$ cat config.mk
export PLATFORM = sky130hd
export DESIGN_NAME = qerv_mem_arbiter
export DESIGN_NICKNAME = d
export VERILOG_FILES = /design/src/rtl/qerv_mem_arbiter.sv
export SDC_FILE = /design/constraint.sdc
export NUM_CORES = 1
export LEC_CHECK = 0
export ABC_AREA = 1
export BUFFER_PORTS_ARGS = -buffer_cell sky130_fd_sc_hd__buf_4
export CORE_AREA = 2 2 105 107
export DETAILED_ROUTE_END_ITERATION = 6
export DIE_AREA = 0 0 107 109
export REMOVE_ABC_BUFFERS = 1
export SYNTH_ARGS = -nofsm -noshare
export SYNTH_HDL_FRONTEND = slang
export SYNTH_SLANG_ARGS = --single-unit
$ cat constraint.sdc
create_clock -name i_clk -period 1.3 [get_ports i_clk]
set_clock_uncertainty 0.2 [all_clocks]
set_input_delay 0.195 -clock i_clk [delete_from_list [all_inputs] [get_ports i_clk]]
set_output_delay 0.195 -clock i_clk [all_outputs]
set_load 0.01 [all_outputs]
$ cat src/rtl/qerv_mem_arbiter.sv
// qerv_mem_arbiter: shares one Wishbone-style memory port between the fetch
// (ibus) and data (dbus) requesters of a bit-serial core.
//   - Round-robin arbitration on simultaneous requests, one-cycle grant latency.
//   - Acks and read data pass straight through from memory with no added latency.
//   - Optional watchdog, enabled by defining QERV_ARB_WATCHDOG_EN: a transaction
//     the memory never acks is completed with zero data after TIMEOUT_CYCLES
//     cycles, and the sticky o_timeout flag is raised.
//   - RESET_STRATEGY "NONE" leaves last_grant and the watchdog counter unreset;
//     only the FSM state and the timeout flag are reset.
module qerv_mem_arbiter #(
  parameter RESET_STRATEGY = "MINI",
  parameter int TIMEOUT_CYCLES = 255
) (
  input  logic        i_clk,
  input  logic        i_rst,
  // fetch requester
  input  logic [31:0] i_ibus_adr,
  input  logic        i_ibus_cyc,
  output logic [31:0] o_ibus_rdt,
  output logic        o_ibus_ack,
  // data requester
  input  logic [31:0] i_dbus_adr,
  input  logic [31:0] i_dbus_dat,
  input  logic [3:0]  i_dbus_sel,
  input  logic        i_dbus_we,
  input  logic        i_dbus_cyc,
  output logic [31:0] o_dbus_rdt,
  output logic        o_dbus_ack,
  // shared memory port
  output logic [31:0] o_wb_adr,
  output logic [31:0] o_wb_dat,
  output logic [3:0]  o_wb_sel,
  output logic        o_wb_we,
  output logic        o_wb_cyc,
  input  logic [31:0] i_wb_rdt,
  input  logic        i_wb_ack,
  // sticky watchdog flag
  output logic        o_timeout
);

  typedef enum logic [1:0] {
    IDLE  = 2'd0,
    GNT_I = 2'd1,
    GNT_D = 2'd2
  } state_t;

  state_t state;
  logic   last_grant_dbus;  // 1 when the most recent grant went to dbus

  logic   gnt_i_active;     // ibus owns the port and is still requesting
  logic   gnt_d_active;     // dbus owns the port and is still requesting
  logic   port_busy;        // some granted requester is still requesting
  logic   wd_fire;          // watchdog completes the transaction this cycle
  logic   done;             // granted transaction completes this cycle

  assign gnt_i_active = (state == GNT_I) && i_ibus_cyc;
  assign gnt_d_active = (state == GNT_D) && i_dbus_cyc;
  assign port_busy    = gnt_i_active || gnt_d_active;

  // A watchdog completion replaces the memory cycle, so the port drops at once.
  assign o_wb_cyc = !i_rst && port_busy && !wd_fire;
  assign done     = !i_rst && (i_wb_ack || wd_fire);

  assign o_ibus_ack = gnt_i_active && done;
  assign o_dbus_ack = gnt_d_active && done;

  assign o_ibus_rdt = wd_fire ? 32'h0 : i_wb_rdt;
  assign o_dbus_rdt = wd_fire ? 32'h0 : i_wb_rdt;

  // Fetches are always full-word reads; every other state presents the dbus.
  assign o_wb_adr = (state == GNT_I) ? i_ibus_adr : i_dbus_adr;
  assign o_wb_sel = (state == GNT_I) ? 4'hF       : i_dbus_sel;
  assign o_wb_we  = (state == GNT_I) ? 1'b0       : i_dbus_we;
  assign o_wb_dat = i_dbus_dat;

  // Arbitration FSM: grant from IDLE, return to IDLE on ack, abort or timeout.
  always_ff @(posedge i_clk) begin
    if (i_rst) begin
      state <= IDLE;
      if (RESET_STRATEGY != "NONE") begin
        last_grant_dbus <= 1'b0;
      end
    end else begin
      case (state)
        IDLE: begin
          if (i_ibus_cyc && i_dbus_cyc) begin
            if (last_grant_dbus) begin
              state           <= GNT_I;
              last_grant_dbus <= 1'b0;
            end else begin
              state           <= GNT_D;
              last_grant_dbus <= 1'b1;
            end
          end else if (i_ibus_cyc) begin
            state           <= GNT_I;
            last_grant_dbus <= 1'b0;
          end else if (i_dbus_cyc) begin
            state           <= GNT_D;
            last_grant_dbus <= 1'b1;
          end
        end
        GNT_I: begin
          if (!i_ibus_cyc || o_ibus_ack) begin
            state <= IDLE;
          end
        end
        GNT_D: begin
          if (!i_dbus_cyc || o_dbus_ack) begin
            state <= IDLE;
          end
        end
        default: state <= IDLE;
      endcase
    end
  end

`ifdef QERV_ARB_WATCHDOG_EN
  localparam logic [7:0] TIMEOUT_LIMIT = 8'(TIMEOUT_CYCLES);

  logic [7:0] wd_count;
  logic       timeout_reg;

  // A real ack in the limit cycle takes priority over the watchdog.
  assign wd_fire   = port_busy && (wd_count == TIMEOUT_LIMIT) && !i_wb_ack;
  assign o_timeout = timeout_reg;

  // Watchdog: count unacked busy cycles of the current grant; flag is sticky.
  always_ff @(posedge i_clk) begin
    if (i_rst) begin
      timeout_reg <= 1'b0;
      if (RESET_STRATEGY != "NONE") begin
        wd_count <= 8'd0;
      end
    end else begin
      if (wd_fire) begin
        timeout_reg <= 1'b1;
      end
      // Every grant is issued from IDLE, so clearing here starts each grant at 0.
      if (state == IDLE) begin
        wd_count <= 8'd0;
      end else if (o_wb_cyc && !i_wb_ack) begin
        wd_count <= wd_count + 8'd1;
      end
    end
  end
`else
  assign wd_fire   = 1'b0;
  assign o_timeout = 1'b0;
`endif

endmodule

## Word-level counts from Yosys, hierarchy flattened

Cells that the tools add are included.

- Output and inout bits: 137
- Bits of input ports: 138
- Word-level logic and storage cells: 38
- Flip-flop bits (word level): 3

- Reduce and logical (&&, ||, !) cells: 17
- Muxes and demuxes: 14
- Equal/unequal tests: 5

Operator list:

| cell | count |
|---|---|
| $mux W32 | 1 |
| $mux W2 | 6 |
| $logic_and A1 B1 Y1 | 7 |
| $pmux W2 S3 | 1 |
| $mux W1 | 5 |
| $mux W4 | 1 |
| $ne A2 B1 Y1 const B | 2 |
| $ne A4 B4 Y1 const B | 1 |
| $logic_not A1 Y1 | 3 |
| $logic_or A1 B1 Y1 | 3 |
| $reduce_and A3 Y1 | 1 |
| $reduce_bool A3 Y1 | 1 |
| $eq A2 B1 Y1 const B | 1 |
| $eq A2 B2 Y1 const B | 1 |
| $logic_not A2 Y1 | 1 |
| $reduce_and A2 Y1 | 1 |

## Depth between registers and ports, before layout

- Depth in word-level cells: 6
- Mapped depth: 6
- Depth with buffers taken out: 5

## Worst setup path after synthesis

No wires, ideal clock.

- Path type: reg-to-output
- From: register state[0]
- To: output port o_wb_cyc
- Arrival time: 0.899 ns
- Buffers on the path: 1
- Stages on the path, launching flop included: 6
- Slack: 0.006 ns
- Required time: 0.905 ns
- Cells stage by stage: dfxtp_1 > inv_2 > nor2_4 > buf_6 > nand2_1 > a21oi_1

- Word-level cells in the longest chain between the ends: 4
- Elaborated cells between the ends (all ways): 6
- Classes of those cells: 2 x eq/ne; 4 x reduce/logical

RTL lines:

| element | RTL line | text |
|---|---|---|
| from (decl) | 47 | `state_t state;` |
| from (signal assigned) | 79 | `state <= IDLE;` |
| from (signal assigned) | 88 | `state <= GNT_I;` |
| from (signal assigned) | 91 | `state <= GNT_D;` |
| $eq A2 B1 Y1 or $eq A2 B2 Y1 (tied branches) | 56, 57 |  |
| $logic_and A1 B1 Y1, on equally long branches | 56, 57 |  |
| $logic_or A1 B1 Y1 * | 58 | `assign port_busy = gnt_i_active \|\| gnt_d_active;` |
| $logic_and A1 B1 Y1 * | 61 | `assign o_wb_cyc = !i_rst && port_busy && !wd_fire;` |
| to (decl) | 34 | `output logic o_wb_cyc,` |

Every way passes the cells marked *; elsewhere a longest branch is shown, timed or not.

## Final worst setup path

- From: register state[0]
- To: output port o_wb_adr[15]

- Word-level cells in the longest chain between the ends: 2

RTL lines:

| element | RTL line | text |
|---|---|---|
| $eq A2 B1 Y1 | 71 | `assign o_wb_adr = (state == GNT_I) ? i_ibus_adr : i_dbus_adr;` |
| $mux W32 | 71 |  |
| to (decl) | 30 | `output logic [31:0] o_wb_adr,` |

No other way between the ends.

==> impl_metrics.yaml <==
run_status:
  run_status: "complete, but fails checks"
  violations: "setup timing"
clock_tree:
  clk_pin_slew_ps: 30
  cts_tree: "done"
  clockBufferDepth: 2
  numCtsBuffers: 3
  cts_root_buffer: "clkbuf_8"
  clock_sinks: 3
  htree_num_levels: 1
  clkLatencyLatePin_ps: 210
setup_path:
  crit_required_ps: 900
  crit_chain: "inv_2, nor2_4, inv_2, buf_12, nand2_2, nand2_1, buf_4"
  worstPathMaxFanout: 17
  startpoint_type: "register"
  end_kind: "primary output"
  worstPathArrival_ps: 1250
  crit_buf_inv: 4
  cpMaxStageDelayCell: "dfxtp_2"
  cp_top_family: "buffers and inverters"
  r2r_slack_ps: 110
  cp_slowest_stage_delay_ps: 320
  path_class: "register to primary output"
  critPathMostFrequentCell: "inv_2"
finish:
  final_nets: 397
  utilization_pct: 17.31
  drive_above_1_share_pct: 57.75
  diodes: 0
  final_area_um2: 1836
  area_growth_pct: 35.71
  stdcell_count: 398
placement:
  gp_congestion: 0.8820
  port_buffers: 113
  placed_cells: 392
  dpl_cell_area_um2: 1663
  hpwl_mm: 12.20
pwr:
  power.switching_w: 0.0003942
  power_frac_comb_pct: 65.9
  ir_drop_mv: 0.2744
  p_seq_share_pct: 10.0
  intPower_w: 0.0007209
  p_leak_nw: 1.015
  power_switching_share_pct: 35.35
  clkPwrFrac_pct: 24.1
  power_density_nw_per_um2: 607.5
yosys:
  synth_area_per_cell_um2: 5.683
  yosys-top-cells-area: "buf_4 (54%), nand2_1 (29%), dfxtp_1 (4.4%)"
  ys_seq_area_share_pct: 4.440
  synth.distinct_cells: 13
  async_flop_share_pct: 0
  synth-edff-count: 0
  syn-cell-area_um2: 1353
  ys_seq_elements: 3
  syn_inst: 238
  synth-warning-count: 0
  yosysMostFrequentCell: "nand2_1"
  synth_top_cell_area_share_pct: 53.84
  netlist_top_cells_count: "nand2_1 (104), buf_4 (97), nor2_1 (9)"
  synth_area_leader_cell: "buf_4"
  ys.flop_type: "dfxtp_1"
timing:
  fin_hold_ws_ps: 74.66
  setup_violations: 40
  rsz0062_at_grt: "true"
  period_share_pct: 126.5
  hold_viol: 0
  setup_tns_ps: -12040
  setup_slack_ps: -344.7
  fin_crit_ps: 1645
  max_freq_mhz: 608.0
  maxSlewViolCount: 0
route:
  route.vias.total: 1512
  drcViolationCount: 0
  via_per_inst: 3.799
  first_pass_iters: 4
  wl_mm: 12.97
  ant_nets: 0
  routedWlPerCell_um: 32.59
  drtIter0Drc: 65
die:
  die_w_um: 107
  io_pins: 275
  dieArea_um2: 11660
  rows: 38
  coreArea_um2: 10600
  initial_core_util_pct: 12.76
  die_y_um: 109
worst_hold_path:
  hold_path_class: "input pin to register"
grt:
  overflow: 0
  grt_first_pass_wirelength_mm: 15.30
  antenna_found_initial: 0
  grt_pass1_vias: 1470
  grt_max_degree: 22
  grt_usage_pct: 21.30
job:
  maxCapViolations: 0
## worst min-delay path, stage by stage
cell,delay [ps]
buf_4,100
inv_1,50
nand2_1,60
nor2_1,40
## stage by stage
step	power, W	setup WS, ps
global route	0.001211	-421.6
CTS	0.001115	-356.0
global placement	0.0007774	-167.0
detailed placement	0.0007858	-172.6
finish	0.001115	-344.7
floorplan	0.0003453	-436.1
## registers in the layout, summed over array words and instances, names as in the netlist
| register | flops |
|---|---|
| last_grant_dbus | 1 |
| state | 2 |
## power groups by stage
stage | Combinational (W) | Sequential (W) | Clock (W)
after CTS | 0.000724 | 0.000112 | 0.000279
after detailed placement | 0.000674 | 0.000112 | 0
after global placement | 0.000666 | 0.000111 | 0
after floorplan | 0.000234 | 0.000111 | 0
after global routing | 0.000800 | 0.000113 | 0.000298
final | 0.000735 | 0.000112 | 0.000269
## layout make-up
| cell class | instances | area (µm²) |
|---|---|---|
| clock buffers | 4 | 45.04 |
| fillers | 1227 | 8767 |
| repair buffers | 120 | 969.7 |
| inverters | 6 | 22.52 |
| well taps | 140 | 175.2 |
| flip-flops and latches | 3 | 65.06 |
| multi-input cells | 125 | 558.0 |
## layer usage
layer	up-vias	track usage, %	share of wire [%]
met3	14	28.75	29
li1	650	-	-
met4	0	5.937	2.7
met1	625	11.33	19
met5	-	0	0
met2	223	38.03	50
## layout by cell type (no fill, tap or decap), types with 3 or more instances in the layout
| cell type | n |
|---|---|
| nor2_1 | 6 |
| nand3_1 | 3 |
| nand2_1 | 91 |
| buf_6 | 9 |
| inv_1 | 3 |
| buf_4 | 107 |
| inv_2 | 3 |
| or2_4 | 4 |
| nand2_2 | 12 |
| clkbuf_8 | 3 |
## final timing paths
kind                                 startpoint               to  cells after the start
worst max-delay path                   state[0]     o_wb_adr[15]                      7
worst min register to register  last_grant_dbus  last_grant_dbus                      2
worst max register to register         state[0]         state[0]                      5
worst min-delay path                      i_rst  last_grant_dbus                      4
## timing repair
action / 4_1_cts / 5_1_grt
cloned: 0 / 0
hold buffers: 1 / 0
hold endpoints to repair: 2 / 0
setup buffers: 1 / 0
pin swaps: 2 / 0
gates resized for setup: 27 / 11
setup endpoints to repair: 40 / 40
## kinds of logic after synthesis
kind of cell / synth area share (%)
other cells: 0.2773
flops: 4.441
simple gates: 35.15
compound gates: 1.110
buf+inv: 59.02
(Power assumes the default switching activity.)
